$ cat src/rtl/alu_pkg.sv
// Shared types for the ALU issue slice: opcode and FSM enums, field widths,
// and the helper that says which opcodes produce a carry/borrow/shift-out.
package alu_pkg;

  localparam int OP_W     = 3;
  localparam int REG_W    = 3;
  localparam int DATA_W   = 8;
  localparam int NUM_REGS = 8;
  localparam int INSTR_W  = OP_W + 2 * REG_W;

  typedef enum logic [OP_W-1:0] {
    OP_ADD = 3'b000,
    OP_SUB = 3'b001,
    OP_AND = 3'b010,
    OP_XOR = 3'b011,
    OP_SLT = 3'b100,
    OP_MOV = 3'b101,
    OP_SHL = 3'b110,
    OP_REV = 3'b111
  } opcode_e;

  typedef enum logic [1:0] {
    ST_IDLE  = 2'd0,
    ST_ISSUE = 2'd1,
    ST_WB    = 2'd2
  } state_e;

  function automatic logic updatesSc(input opcode_e op);
    return (op == OP_ADD) || (op == OP_SUB) || (op == OP_SHL);
  endfunction

endpackage

$ cat src/rtl/rf8x8.sv
// 8x8 register file: one combinational internal read port, one combinational
// debug read port, one synchronous write port; every entry resets to RF_INIT.
module rf8x8
  import alu_pkg::*;
#(
  parameter logic [DATA_W-1:0] RF_INIT = 8'h00
) (
  input  logic              clk,
  input  logic              rst_n,
  input  logic              i_we,
  input  logic [REG_W-1:0]  i_waddr,
  input  logic [DATA_W-1:0] i_wdata,
  input  logic [REG_W-1:0]  i_raddr,
  output logic [DATA_W-1:0] o_rdata,
  input  logic [REG_W-1:0]  i_dbgAddr,
  output logic [DATA_W-1:0] o_dbgData
);

  logic [DATA_W-1:0] r_mem [NUM_REGS];

  always_ff @(posedge clk or negedge rst_n) begin
    if (!rst_n) begin
      for (int i = 0; i < NUM_REGS; i++) begin
        r_mem[i] <= RF_INIT;
      end
    end else if (i_we) begin
      r_mem[i_waddr] <= i_wdata;
    end
  end

  // Reads see the stored value, so a same-cycle write is not yet visible.
  assign o_rdata   = r_mem[i_raddr];
  assign o_dbgData = r_mem[i_dbgAddr];

endmodule

$ cat src/rtl/alu_issue.sv
// Issue/writeback sequencer for an external combinational ALU (IDLE->ISSUE->WB).
// Optional macro ALU_ISSUE_SC_CHAIN_EN feeds sc_flag back into alu_sc_i.
module alu_issue
  import alu_pkg::*;
#(
  parameter logic [DATA_W-1:0] RF_INIT = 8'h00
) (
  input  logic               clk,
  input  logic               rst_n,
  input  logic               in_valid,
  output logic               in_ready,
  input  logic [INSTR_W-1:0] in_instr,
  input  logic               in_branch,
  output logic [OP_W-1:0]    alu_cmd,
  output logic [DATA_W-1:0]  alu_a,
  output logic [DATA_W-1:0]  alu_b,
  output logic               alu_branch,
  output logic               alu_sc_i,
  input  logic [DATA_W-1:0]  alu_rslt,
  input  logic               alu_sc_o,
  output logic               done,
  output logic               branch_taken,
  output logic               zero_flag,
  output logic               pari_flag,
  output logic               sc_flag,
  input  logic [REG_W-1:0]   rd_addr,
  output logic [DATA_W-1:0]  rd_data
);

  state_e            r_state;
  state_e            w_nextState;
  opcode_e           r_op;
  logic [REG_W-1:0]  r_ra;
  logic              r_branch;
  logic [DATA_W-1:0] r_opB;
  logic [DATA_W-1:0] r_rslt;
  logic              r_zeroFlag;
  logic              r_pariFlag;
  logic              r_scFlag;

  logic              w_accept;
  logic              w_isBranch;
  logic              w_we;
  logic [REG_W-1:0]  w_rfRaddr;
  logic [DATA_W-1:0] w_rfRdata;

  assign w_accept   = in_valid && (r_state == ST_IDLE);
  assign w_isBranch = r_branch && (r_op == OP_XOR);
  assign w_we       = (r_state == ST_WB) && !w_isBranch;

  // Single read port: rb is fetched while accepting, ra during ISSUE.
  assign w_rfRaddr = (r_state == ST_ISSUE) ? r_ra : in_instr[REG_W-1:0];

  rf8x8 #(
    .RF_INIT(RF_INIT)
  ) u_rf (
    .clk      (clk),
    .rst_n    (rst_n),
    .i_we     (w_we),
    .i_waddr  (r_ra),
    .i_wdata  (r_rslt),
    .i_raddr  (w_rfRaddr),
    .o_rdata  (w_rfRdata),
    .i_dbgAddr(rd_addr),
    .o_dbgData(rd_data)
  );

  always_ff @(posedge clk or negedge rst_n) begin
    if (!rst_n) begin
      r_state <= ST_IDLE;
    end else begin
      r_state <= w_nextState;
    end
  end

  always_comb begin
    w_nextState = r_state;
    case (r_state)
      ST_IDLE:  if (in_valid) w_nextState = ST_ISSUE;
      ST_ISSUE: w_nextState = ST_WB;
      ST_WB:    w_nextState = ST_IDLE;
      default:  w_nextState = ST_IDLE;
    endcase
  end

  always_comb begin
    in_ready     = 1'b0;
    done         = 1'b0;
    branch_taken = 1'b0;
    alu_cmd      = '0;
    alu_a        = '0;
    alu_b        = '0;
    alu_branch   = 1'b0;
    alu_sc_i     = 1'b0;
    case (r_state)
      ST_IDLE: in_ready = 1'b1;
      ST_ISSUE: begin
        alu_cmd    = r_op;
        alu_a      = w_rfRdata;
        alu_b      = r_opB;
        alu_branch = r_branch;
`ifdef ALU_ISSUE_SC_CHAIN_EN
        alu_sc_i   = r_scFlag;
`endif
      end
      ST_WB: begin
        done         = 1'b1;
        branch_taken = w_isBranch && (r_rslt == '0);
      end
      default: ;
    endcase
  end

  always_ff @(posedge clk or negedge rst_n) begin
    if (!rst_n) begin
      r_op     <= OP_ADD;
      r_ra     <= '0;
      r_branch <= 1'b0;
      r_opB    <= '0;
      r_rslt   <= '0;
    end else begin
      if (w_accept) begin
        r_op     <= opcode_e'(in_instr[INSTR_W-1 -: OP_W]);
        r_ra     <= in_instr[2*REG_W-1 -: REG_W];
        r_branch <= in_branch;
        r_opB    <= w_rfRdata;
      end
      if (r_state == ST_ISSUE) begin
        r_rslt <= alu_rslt;
      end
    end
  end

  // Flags change only on the edge that retires the instruction out of WB.
  always_ff @(posedge clk or negedge rst_n) begin
    if (!rst_n) begin
      r_zeroFlag <= 1'b0;
      r_pariFlag <= 1'b0;
    end else if (r_state == ST_WB) begin
      r_zeroFlag <= (r_rslt == '0);
      r_pariFlag <= ^r_rslt;
    end
  end

`ifdef ALU_ISSUE_SC_CHAIN_EN
  logic r_scOut;

  always_ff @(posedge clk or negedge rst_n) begin
    if (!rst_n) begin
      r_scOut  <= 1'b0;
      r_scFlag <= 1'b0;
    end else begin
      if (r_state == ST_ISSUE) begin
        r_scOut <= alu_sc_o;
      end
      if ((r_state == ST_WB) && updatesSc(r_op)) begin
        r_scFlag <= r_scOut;
      end
    end
  end
`else
  logic w_unusedScOut;

  assign w_unusedScOut = alu_sc_o;
  assign r_scFlag      = 1'b0;
`endif

  assign zero_flag = r_zeroFlag;
  assign pari_flag = r_pariFlag;
  assign sc_flag   = r_scFlag;

endmodule

$ cat config.mk
export PLATFORM = sky130hd
export DESIGN_NAME = alu_issue
export DESIGN_NICKNAME = d
export VERILOG_FILES = /design/src/rtl/alu_pkg.sv /design/src/rtl/rf8x8.sv /design/src/rtl/alu_issue.sv
export SDC_FILE = /design/constraint.sdc
export NUM_CORES = 1
export LEC_CHECK = 0
export BUFFER_PORTS_ARGS = -buffer_cell sky130_fd_sc_hd__buf_2
export CAP_MARGIN = 40
export CORE_MARGIN = 2
export CORE_UTILIZATION = 25
export DETAILED_ROUTE_END_ITERATION = 8
export SYNTH_ARGS = -nofsm -noshare
export SYNTH_HDL_FRONTEND = slang
export SYNTH_SLANG_ARGS = --single-unit
$ cat constraint.sdc
create_clock -name clk -period 2.2 [get_ports clk]
set_input_delay 0.44 -clock clk [delete_from_list [all_inputs] [get_ports clk]]
set_output_delay 0.44 -clock clk [all_outputs]
set_load 0.005 [all_outputs]
==> reports/metrics.cfg <==
[timing]
setup-tns-final_ns = -3.01
worst_pin_slew_ns = 0.626
fin_crit_ns = 2.60
setup_violations = 8
finalHoldViolCount = 0
clock.fmax_ghz = 0.384
finalCritPeriodShare = 1.18
slew_headroom = 0.582
slew_violations = 0
finClkSkew_ns = 0.00716
rsz0062_at_grt = true
setup_ws_ns = -0.401

[clock_network]
clock_latency_ns = 0.34
htree_levels = 3
clock-root-buffer = clkbuf_16
cts_setup_buffers = 0
tritoncts_num_sinks = 91
cts_tree = yes
numCtsBuffers = 9
cts_buffer_depth = 2
clkTransAtPathRegs_ns = 0.06

[place]
portBuffers = 56
pre_cts_ws_ns = -0.144
gp_congestion = 0.797
dpl.hpwl_mm = 9.75
place_inst = 739

[drt]
num_vias = 3708
vias_per_cell = 4.91
drt_first_iter_violations = 371
drt-pass1-iter-count = 5
wl_per_cell_um = 18.1
routed_wirelength_mm = 13.7
ant_nets = 0
drc_errors = 0

[yosys]
syn_inst = 429
synth_flop_cell = dfrtp_1
yosys.area.top_type = dfrtp_1
synth_area_leaders = dfrtp_1 (48%), mux2_2 (11%), nand2_1 (8.2%)
synth.most_common_cell = nand2_1
synth_cell_types = 36
synth_seq_cells = 91
synth_area_mm2 = 0.00474
avgSynthCellArea_um2 = 11.0
synth_top_area_frac = 0.480
yosys_warnings = 0
synth-seq-area-share = 0.480
synthTopCellsByCount = nand2_1 (104), dfrtp_1 (91), mux2_2 (48), o21ai_0 (42), a21oi_1 (18)
ys_async_sr_fraction = 1.00
synth-edff-count = 0

[worst_setup_path]
start_kind = flip-flop
crit_required_ns = 1.76
cp_slowest_cell = dfrtp_1
cp.arrival_ns = 2.16
path_max_fanout = 32
cp_num_buf_inv = 3
cp-end-kind = output pin
cpLargestDelayFamily = buffers and inverters
slowest_delay_ns = 0.41
crit_type = reg2out
worstPathCellList = nand2b_4 > buf_4 > mux2i_4 > buf_12 > nand2_1 > a32o_2 > nor3_2 > buf_2

[global_route]
antenna_found_initial = 0
grt_max_degree = 46
grt_pass1_vias = 3879
grt_use_total = 0.140
grt-ovfl-total = 0
grt_pass1_wl_mm = 21.5

[finish]
n_antenna_cell = 0
area_growth_pct = 25.3
stdcell_count = 755
design.final.nets = 545
drive_gt1_frac = 0.411

[pwr]
swShare = 0.344
p_leak_nw = 2.67
seq_power_share = 0.423
comb_power_share = 0.355
p_switching_mw = 2.37
clock_power_share = 0.222
p_total_mw = 6.89
peakVddDrop_mv = 0.450
intPower_mw = 4.52
power_density_mw_per_mm2 = 1160

[floorplan]
row_count = 50
die_h_um = 142
top_level_ports = 60
dieArea_mm2 = 0.0201
fp.dieW_um = 142
coreArea_mm2 = 0.0186
start_util = 0.254

[run]
max_cap_viol_count = 0

[run_status]
outcome = finished, violations left
violations = setup timing

[min_path]
hold_class = in2async

==> final cells by class <==
| type | instances | area [um2] |
|---|---|---|
| fill | 1849 | 12700 |
| multi-input combinational | 303 | 2330 |
| sequential | 91 | 2280 |
| timing repair buffer | 100 | 701 |
| tap | 234 | 293 |
| clock buffer | 10 | 229 |
| clock inverter | 6 | 66.3 |
| inverter | 11 | 46.3 |
==> metal layers <==
| metal | up-vias | global-route usage | part of all wire |
|---|---|---|---|
| li1 | 1693 | - | - |
| met1 | 1850 | 0.176 | 0.43 |
| met2 | 125 | 0.232 | 0.49 |
| met3 | 40 | 0.0300 | 0.048 |
| met4 | 0 | 0.0642 | 0.040 |
| met5 | - | 0 | 0 |
==> registers in the layout, indices dropped and copies added (netlist names) <==
register and cells:
r_state 2, zero_flag 1, r_branch 1, r_opB 8, pari_flag 1, u_rf.r_mem 64, r_op 3, r_ra 3
r_rslt 8
==> kinds of logic (layout without fill, tap and decap cells) <==
| group | after synthesis | count (layout) | share of synthesized area |
|---|---|---|---|
| flops | 91 | 91 | 0.480 |
| mux | 67 | 67 | 0.202 |
| simple gates | 142 | 142 | 0.138 |
| fa+ha+maj | 4 | 4 | 0.0106 |
| compound gates | 85 | 85 | 0.121 |
| buf+inv | 36 | 127 | 0.0409 |
| other cells | 1 | 2 | 0.000791 |
| xor+xnor | 3 | 3 | 0.00554 |
==> worst reg2reg max path: cells and delay by family (launching register included) <==
family	cells	cell delay, ns
compound gates	2	0.53
simple gates	2	0.23
buf+inv	3	0.49
mux	1	0.23
flops	1	0.41
==> power by group through the flow <==
stage          logic [mW]  registers, mW  clock network [mW]
6_report             2.45           2.91                1.53
5_1_grt              2.70           3.01                1.63
4_1_cts              2.46           2.89                1.57
3_5_place_dp         2.42           2.93                   0
3_3_place_gp         2.33           2.86                   0
2_1_floorplan        1.61           2.73                   0
==> stage by stage <==
stage          cell area, um2  hold WS (ns)  utilization
6_report                 5940        0.0616        0.319
3_5_place_dp             5590         0.435        0.300
4_1_cts                  5920        0.0702        0.318
5_1_grt                  5940        0.0854        0.319
3_3_place_gp             5570         0.427        0.299
2_1_floorplan            4740         0.144            -
==> repair_timing <==
item                                    4_1_cts  5_1_grt
gates resized for setup                       9        7
hold buffers                                  0        0
endpoints found under the setup margin        8        9
==> layout by cell type (no fill, tap or decap), drive strengths merged <==
cell      count
a21oi        18
a32o         16
and2         12
and3          1
buf         100
bufinv        1
clkbuf       10
clkinv        2
clkinvlp      3
conb          2
dfrtp        91
ha            4
inv          11
mux2         48
mux2i         3
mux4         16
nand2       104
nand2b        2
nand3         1
nand3b        1
nand4         1
nand4b        1
nor2          3
nor2b         4
nor3         10
nor3b         2
o21ai        42
o31ai         9
xnor2         3
==> final timing paths <==
kind / startpoint / to / slack, ns / cells after the start
worst max-delay path: r_state[0] / alu_a[1] / -0.40 / 8
max in group asynchronous: rst_n / r_rslt[0] / 1.52 / 2
worst max register to register: r_state[0] / r_opB[4] / 0.22 / 8
min in group clk: alu_rslt[7] / r_rslt[7] / 0.31 / 3
worst min register to register: pari_flag / pari_flag / 0.48 / 2
worst min-delay path: rst_n / u_rf.r_mem[21] / 0.06 / 1
No activity file was read; power rests on OpenSTA's default activity.
